==> src/rtl/track_tile_update_arbiter.sv <==
// Round-robin arbiter collecting tile-map updates from game logic into a small FIFO,
// drained into the tile-map RAM write port only while the display is in vertical blanking.
module track_tile_update_arbiter #(
  parameter int NUM_REQ    = 2,
  parameter int FIFO_DEPTH = 4,
  parameter int ADDR_W     = 8,
  parameter int TILE_W     = 4,
  parameter int V_ACTIVE   = 720
) (
  input  logic                          clk_in,
  input  logic                          rst_in,
  input  logic [10:0]                   hcount_in,
  input  logic [9:0]                    vcount_in,
  input  logic [NUM_REQ-1:0]            req_valid_in,
  input  logic [NUM_REQ*ADDR_W-1:0]     req_addr_in,
  input  logic [NUM_REQ*TILE_W-1:0]     req_tile_in,
  output logic [NUM_REQ-1:0]            req_ready_out,
  output logic                          wr_en_out,
  output logic [ADDR_W-1:0]             wr_addr_out,
  output logic [TILE_W-1:0]             wr_data_out,
  output logic [$clog2(FIFO_DEPTH):0]   pending_out,
  output logic                          frame_flush_out
);

  localparam int PW = $clog2(FIFO_DEPTH);
  localparam int CW = PW + 1;
  localparam int RW = $clog2(NUM_REQ);
  localparam int EW = ADDR_W + TILE_W;

  typedef enum logic [0:0] {IDLE, DRAIN} state_t;

  state_t          state_r;
  state_t          state_nxt_s;
  logic [CW-1:0]   count_r;
  logic [PW-1:0]   wr_ptr_r;
  logic [PW-1:0]   rd_ptr_r;
  logic [RW-1:0]   rr_ptr_r;
  logic [EW-1:0]   mem_r [FIFO_DEPTH];
  logic            in_blank_s;
  logic            space_s;
  logic [NUM_REQ-1:0] grant_s;
  logic [RW-1:0]   grant_idx_s;
  logic [RW:0]     search_s;
  logic            push_s;
  logic            pop_s;
  logic [EW-1:0]   push_entry_s;
  logic            blank_r;
  logic            zero_r;
  logic            wr_en_r;
  logic [ADDR_W-1:0] wr_addr_r;
  logic [TILE_W-1:0] wr_data_r;
  logic            hcount_unused_s;

  assign hcount_unused_s = ^hcount_in;

  assign in_blank_s = (vcount_in >= 10'(V_ACTIVE));
  // No full-bypass: space comes from the registered count only.
  assign space_s    = (count_r < CW'(FIFO_DEPTH));

  // Round-robin search starting at rr_ptr_r, wrapping modulo NUM_REQ
  always_comb begin
    grant_s     = '0;
    grant_idx_s = '0;
    push_s      = 1'b0;
    search_s    = '0;
    for (int k = 0; k < NUM_REQ; k++) begin
      search_s = {1'b0, rr_ptr_r} + (RW+1)'(k);
      if (search_s >= (RW+1)'(NUM_REQ)) begin
        search_s = search_s - (RW+1)'(NUM_REQ);
      end else begin
        search_s = search_s;
      end
      if (space_s && !push_s && req_valid_in[search_s[RW-1:0]]) begin
        grant_s[search_s[RW-1:0]] = 1'b1;
        grant_idx_s               = search_s[RW-1:0];
        push_s                    = 1'b1;
      end else begin
        push_s = push_s;
      end
    end
  end

  assign req_ready_out = grant_s;
  assign push_entry_s  = {req_addr_in[grant_idx_s*ADDR_W +: ADDR_W],
                          req_tile_in[grant_idx_s*TILE_W +: TILE_W]};

  // Drain FSM next-state and pop decision
  always_comb begin
    state_nxt_s = state_r;
    pop_s       = 1'b0;
    case (state_r)
      IDLE, DRAIN: begin
        if (in_blank_s && (count_r != CW'(0))) begin
          pop_s = 1'b1;
          if ((count_r == CW'(1)) && !push_s) begin
            state_nxt_s = IDLE;
          end else begin
            state_nxt_s = DRAIN;
          end
        end else begin
          state_nxt_s = IDLE;
        end
      end
      default: begin
        state_nxt_s = IDLE;
        pop_s       = 1'b0;
      end
    endcase
  end

  // FSM state, FIFO pointers, occupancy and round-robin pointer
  always_ff @(posedge clk_in or posedge rst_in) begin
    if (rst_in) begin
      state_r  <= IDLE;
      count_r  <= '0;
      wr_ptr_r <= '0;
      rd_ptr_r <= '0;
      rr_ptr_r <= '0;
    end else begin
      state_r <= state_nxt_s;
      if (push_s) begin
        wr_ptr_r <= wr_ptr_r + PW'(1);
        if (grant_idx_s == RW'(NUM_REQ - 1)) begin
          rr_ptr_r <= '0;
        end else begin
          rr_ptr_r <= grant_idx_s + RW'(1);
        end
      end else begin
        wr_ptr_r <= wr_ptr_r;
        rr_ptr_r <= rr_ptr_r;
      end
      if (pop_s) begin
        rd_ptr_r <= rd_ptr_r + PW'(1);
      end else begin
        rd_ptr_r <= rd_ptr_r;
      end
      case ({push_s, pop_s})
        2'b10:   count_r <= count_r + CW'(1);
        2'b01:   count_r <= count_r - CW'(1);
        default: count_r <= count_r;
      endcase
    end
  end

  // FIFO storage; contents are meaningless outside the pointer window, so no reset
  always_ff @(posedge clk_in) begin
    if (push_s) begin
      mem_r[wr_ptr_r] <= push_entry_s;
    end else begin
      mem_r[wr_ptr_r] <= mem_r[wr_ptr_r];
    end
  end

  // Registered RAM write port and blanking-end history
  always_ff @(posedge clk_in or posedge rst_in) begin
    if (rst_in) begin
      wr_en_r   <= 1'b0;
      wr_addr_r <= '0;
      wr_data_r <= '0;
      blank_r   <= 1'b0;
      zero_r    <= 1'b0;
    end else begin
      wr_en_r <= pop_s;
      if (pop_s) begin
        wr_addr_r <= mem_r[rd_ptr_r][EW-1:TILE_W];
        wr_data_r <= mem_r[rd_ptr_r][TILE_W-1:0];
      end else begin
        wr_addr_r <= wr_addr_r;
        wr_data_r <= wr_data_r;
      end
      blank_r <= in_blank_s;
      zero_r  <= (count_r == CW'(0));
    end
  end

  assign wr_en_out       = wr_en_r;
  assign wr_addr_out     = wr_addr_r;
  assign wr_data_out     = wr_data_r;
  assign pending_out     = count_r;
  // Blanking just ended (previous cycle blank, this vcount not) with nothing queued then.
  assign frame_flush_out = blank_r & ~in_blank_s & zero_r;

endmodule

==> config.mk <==
export PLATFORM = sky130hd
export DESIGN_NAME = track_tile_update_arbiter
export DESIGN_NICKNAME = d
export VERILOG_FILES = /design/src/rtl/track_tile_update_arbiter.sv
export SDC_FILE = /design/constraint.sdc
export NUM_CORES = 1
export LEC_CHECK = 0
export BUFFER_PORTS_ARGS = -buffer_cell sky130_fd_sc_hd__buf_2
export CORE_ASPECT_RATIO = 1.1
export CORE_MARGIN = 10
export CORE_UTILIZATION = 48
export DETAILED_ROUTE_END_ITERATION = 6
export HOLD_SLACK_MARGIN = 0.15
export PLACE_DENSITY = 0.84
export REMOVE_ABC_BUFFERS = 1
export SYNTH_ARGS = -nofsm -noshare
export SYNTH_HDL_FRONTEND = slang
export SYNTH_SLANG_ARGS = --single-unit
==> constraint.sdc <==
create_clock -name clk_in -period 1.94 [get_ports clk_in]
set_input_delay 0.582 -clock clk_in [delete_from_list [all_inputs] [get_ports clk_in]]
set_output_delay 0.582 -clock clk_in [all_outputs]
set_load 0.05 [all_outputs]
---- After elaboration in Yosys (flattened, before gate mapping) ----
Memories as Yosys holds them, arrays and structs flattened. A register that Yosys moved wholly into a read port is not among the register bits.
Index checks and enable logic that the tools add are counted.
Widths: inputs -> output; s select.
storage, ports and cells
  memories ................................ 1
  memory bits (writable) .................. 48
  bits in registers ....................... 11
  bits of input ports ..................... 49
operators by class
  $lt $le $gt $ge ......................... 8
  reduce and logical (&&, ||, !) cells .... 11
  muxes and demuxes ....................... 23
  bitwise logic cells ..................... 5
  eq/ne operators ......................... 3
  add/sub/neg operators ................... 8
  shifts and indexed selects .............. 2
memories
  name   words  bits a word  rd ports  clocked after Yosys merged registers in  write ports  line  source
  mem_r  4      12           1         1                                        1            38    logic [EW-1:0] mem_r [FIFO_DEPTH];
operators with widths
  operator              count
  $mux 1                17
  $shiftx 16x5->8       1
  $mux 12               1
  $ge 10x10->1 const B  1
  $shiftx 8x4->4        1
  $logic_and 1x1->1     6
  $pmux 3 s2            1
  $add 2x1->2 const B   2
  $lt 1x2->1 const B    2
  $mux 2                2
  $add 3x1->3 const B   1
  $logic_not 3->1       1
  $lt 3x3->1 const B    1
  $reduce_bool 3->1     1
  $sub 3x1->3 const B   1
  $add 1x1->2 const B   1
  $and 1x1->1           2
  $demux 1 s1           2
  $eq 2x1->1 const B    1
  $eq 2x2->1 const B    1
  $ge 1x1->1 const B    2
  $ge 1x2->1 const B    1
  $ge 2x2->1 const B    1
  $or 2x2->2            1
  other kinds (8)       9

---- Longest topological paths before layout ----
  depth in word-level cells ............... 13
  depth in mapped cells ................... 9
  depth with buffers taken out ............ 9

---- Worst setup path before layout ----
Ideal clock, no wire load.
  path type ............................... register to output
  from .................................... reg count_r[2] (netlist: pending_out[2])
  to ...................................... out req_ready_out[0]
  slack ................................... -0.514 ns
  stages on the path, launching flop included .. 2
  required time ........................... 1.358 ns
  arrival time ............................ 1.872 ns
  cell sequence ........................... dfrtp_1 -> a211oi_1
between the ends
  cells in the longest elaborated chain, start to end .. 7
ends and longest elaborated chain
  item                            line  source
  start, declared                 34    logic [CW-1:0] count_r;
  start signal, assigned          138   2'b10: count_r <= count_r + CW'(1);
  start signal, assigned          139   2'b01: count_r <= count_r - CW'(1);
  start signal, assigned          140   default: count_r <= count_r;
  $lt 3x3->1 *                    58    assign space_s = (count_r < CW'(FIFO_DEPTH));
  $logic_and 1x1->1               73    if (space_s && !push_s && req_valid_in[search_s[RW-1:0]]) begin
  $mux 1                          73
  $logic_not 1->1                 73
  $logic_and 1x1->1 (2 in a row)  73
  $mux 2 *                        73
  end, declared                   17    output logic [NUM_REQ-1:0] req_ready_out,
Every way passes the cells marked *; elsewhere a longest branch is shown, timed or not.

---- Final worst setup path ----
Ends and elaborated chain as after synthesis.

==> run metrics <==
post-synth top area cell=edfxtp_1; Synth Instances=156; Slew @ Worst Pin=just over 0.6 ns; routed via count=1640; crit path time final=about 1.9 ns; sequential area share after synthesis=67.7%; grt peak-use layer=met2; CP Max Fanout=5; worst skew pair latency=0.34 ns; remaining global-route overflow=0; flop2flop setup slack=between 0.1 and 0.15 ns; share of the synthesized area in the top cell type=48.4%; setup slack after layout=0.0349 ns; vias in the first global route=1798; routing usage on met3=3.35%; outcome=finished, final reports clean; critical path type=register to output port; # setup viols final=0; Port Buffers=52; synthesized cell area=0.00298 mm2; Bufs on Longest Clock Path=2; hold slack final=0.274 ns; total track usage=12.5%; Critical Path AT=approximately 1.3 ns; CTS Buf Count=9; Placement Rows=30; Hold WC Path Type=primary input to asynchronous set/reset pin; CTS tree=built; Max VDD drop=0.000783 V; CP startpoint kind=register; CP max stage delay=approximately 0.40 ns; Routed WL=5710 um; number of unique standard cell types used by synthesis=26; clock sinks=slightly above 70; met1 Resource Use GR=14.1%; endpoints failing hold=0; initial antenna violation count=0; Die W=about 95 um; routed vias/inst=5.16; Bufs and invs on worst path=2; NumNets Final=288; Finished Cell Area=0.00370 mm2; overall power=6.03 mW; clk_skew=0.00601 ns; crit end category=output port; CP max stage cell=dfrtp_1; HPWL after DPL=4040 um; f_max=0.525 GHz; worst-path cell chain=buf_6, a211oi_2, buf_4; slew margin rel.=between 50% and 60%; syn avg cell area=19.1 um2; Crit path max-delay family=flip-flops; Max-Cap Viols=0; number of synthesized register bits=71; final worst-path cycle share=98.2%; Detailed Route Iter0 Violations=about 40; RSZ-0062 raised after global routing=yes; Final ANT Viol Nets=0; IO Count=68; setup_tns=0 ns; largest net degree at the start of global routing=24; Placer Congestion=0.682; Max Transition Viols Final=0; die area=between 0.009 and 0.01 mm2; Residual DRC=0; wire per inst=roughly 18 um; pwr dens=1630 mW/mm2; fillcell total=between 400 and 500; die height=103 um; CP Data Required Time=1.36 ns; number of diodes=0; top cells by area, synth=edfxtp_1 (48%), dfrtp_1 (19%), mux2_2 (6.4%); share of cells above drive strength 1=52.5%; Root Buffer Master=clkbuf_8; Starting Density=48.7%; H-tree levels=3; grt met2 use=20.0%; pre-CTS WS=-0.308 ns; Area Growth Syn to Fin=24.1%; CORE AREA=~0.0061 mm2; global-route wire length before repair=9090 um; Hold Buf Count CTS=0; Ys Warns=0; Worst-path clk slew=0.07 ns; Leak=1.52 nW; First-pass DRT Iterations=4; area of placed instances=0.00343 mm2
## cell type report
type	instances	area (um2)	area share [%]
repair buffers	71	459	12.4
multi-input cells	68	875	23.7
well taps	80	100	2.71
inverters	12	47.5	1.29
clock buffers	12	155	4.20
flip-flops and latches	71	2020	54.6
clock inverters	4	43.8	1.18
## Yosys cell counts, drive strengths merged
cell type  number
a211oi          2
a21oi           2
and2            4
buf             5
dfrtp          23
edfxtp         48
fa              1
ha              5
inv            12
mux2           25
mux2i           1
mux4           12
nand2           1
nor2            4
nor3            1
o211ai          2
o21a            1
o311ai          1
xnor2           3
xor2            3
## cells by family after synthesis
group	Yosys count	synth area share, %
buffers and inverters	17	3.32
flip-flops	71	67.7
AND/OR/NAND/NOR	10	1.80
multiplexers	38	20.4
adder cells (fa/ha/maj)	6	2.77
AO/OA/AOI/OAI	8	2.31
XOR/XNOR	6	1.76
## worst reg2reg max path, cell delays in order (launching register included)
cell and delay, ns:
dfrtp_1 0.41, nor3_2 0.09, a211oi_4 0.24, ha_2 0.22
inv_2 0.04, fa_2 0.33, xor2_1 0.14, nor2_1 0.12
xnor2_1 0.13
## per-layer routing
metal	routed length [um]	up-vias
li1	-	744
met1	2220	828
met2	2980	52
met3	318	16
met4	184	0
met5	0	-
## repair_timing
action / 4_1_cts / 5_1_grt
pin swaps: 2 / 7
gates resized for setup: 5 / 9
cloned: 0 / 0
setup buffers: 2 / 1
endpoints found under the setup margin: 3 / 3
hold endpoints to repair: 0 / 0
## path summary, 6_finish.rpt
kind                           startpoint                to  depth (start not counted)
max                        pending_out[2]  req_ready_out[0]                          3
min                                rst_in       rd_ptr_r[1]                          3
max reg2reg                pending_out[1]    pending_out[2]                          8
min reg2reg                pending_out[0]            zero_r                          1
max in group asynchronous          rst_in    wr_addr_out[5]                          3
min in group clk_in        pending_out[0]            zero_r                          1
## metrics by stage
stage          cells  util [%]
6_report         318      60.4
4_1_cts          317      59.9
3_5_place_dp     299      56.1
3_3_place_gp     299      56.1
2_1_floorplan    151         -
5_1_grt          318      60.4
## layout by cell type, fill, tap and decap left out, types with 2 or more instances in the layout
cell type and count:
dfrtp_1 23, clkbuf_8 11, inv_1 10, clkinv_2 2, edfxtp_1 48, ha_1 4, buf_12 2, mux4_1 4
buf_4 17, mux4_2 8, mux2_4 8, buf_2 47, a21oi_1 2, and2_1 4, o211ai_1 2, nor2_1 4
mux2_2 17, xnor2_1 3, buf_6 5, xor2_1 3
## registers in the layout, summed over array words and instances, names as in the netlist
signal	count
mem_r	48
pending_out	3
rr_ptr_r	1
wr_data_out	4
rd_ptr_r	2
zero_r	1
wr_en_out	1
wr_ptr_r	2
wr_addr_out	8
blank_r	1
## where the power goes
group          internal (mW)  switching [mW]
Clock                  0.656           0.517
Sequential              2.15           0.249
Combinational           1.05            1.41
Total                   3.86            2.18
No activity file was read; power rests on OpenSTA's default activity.
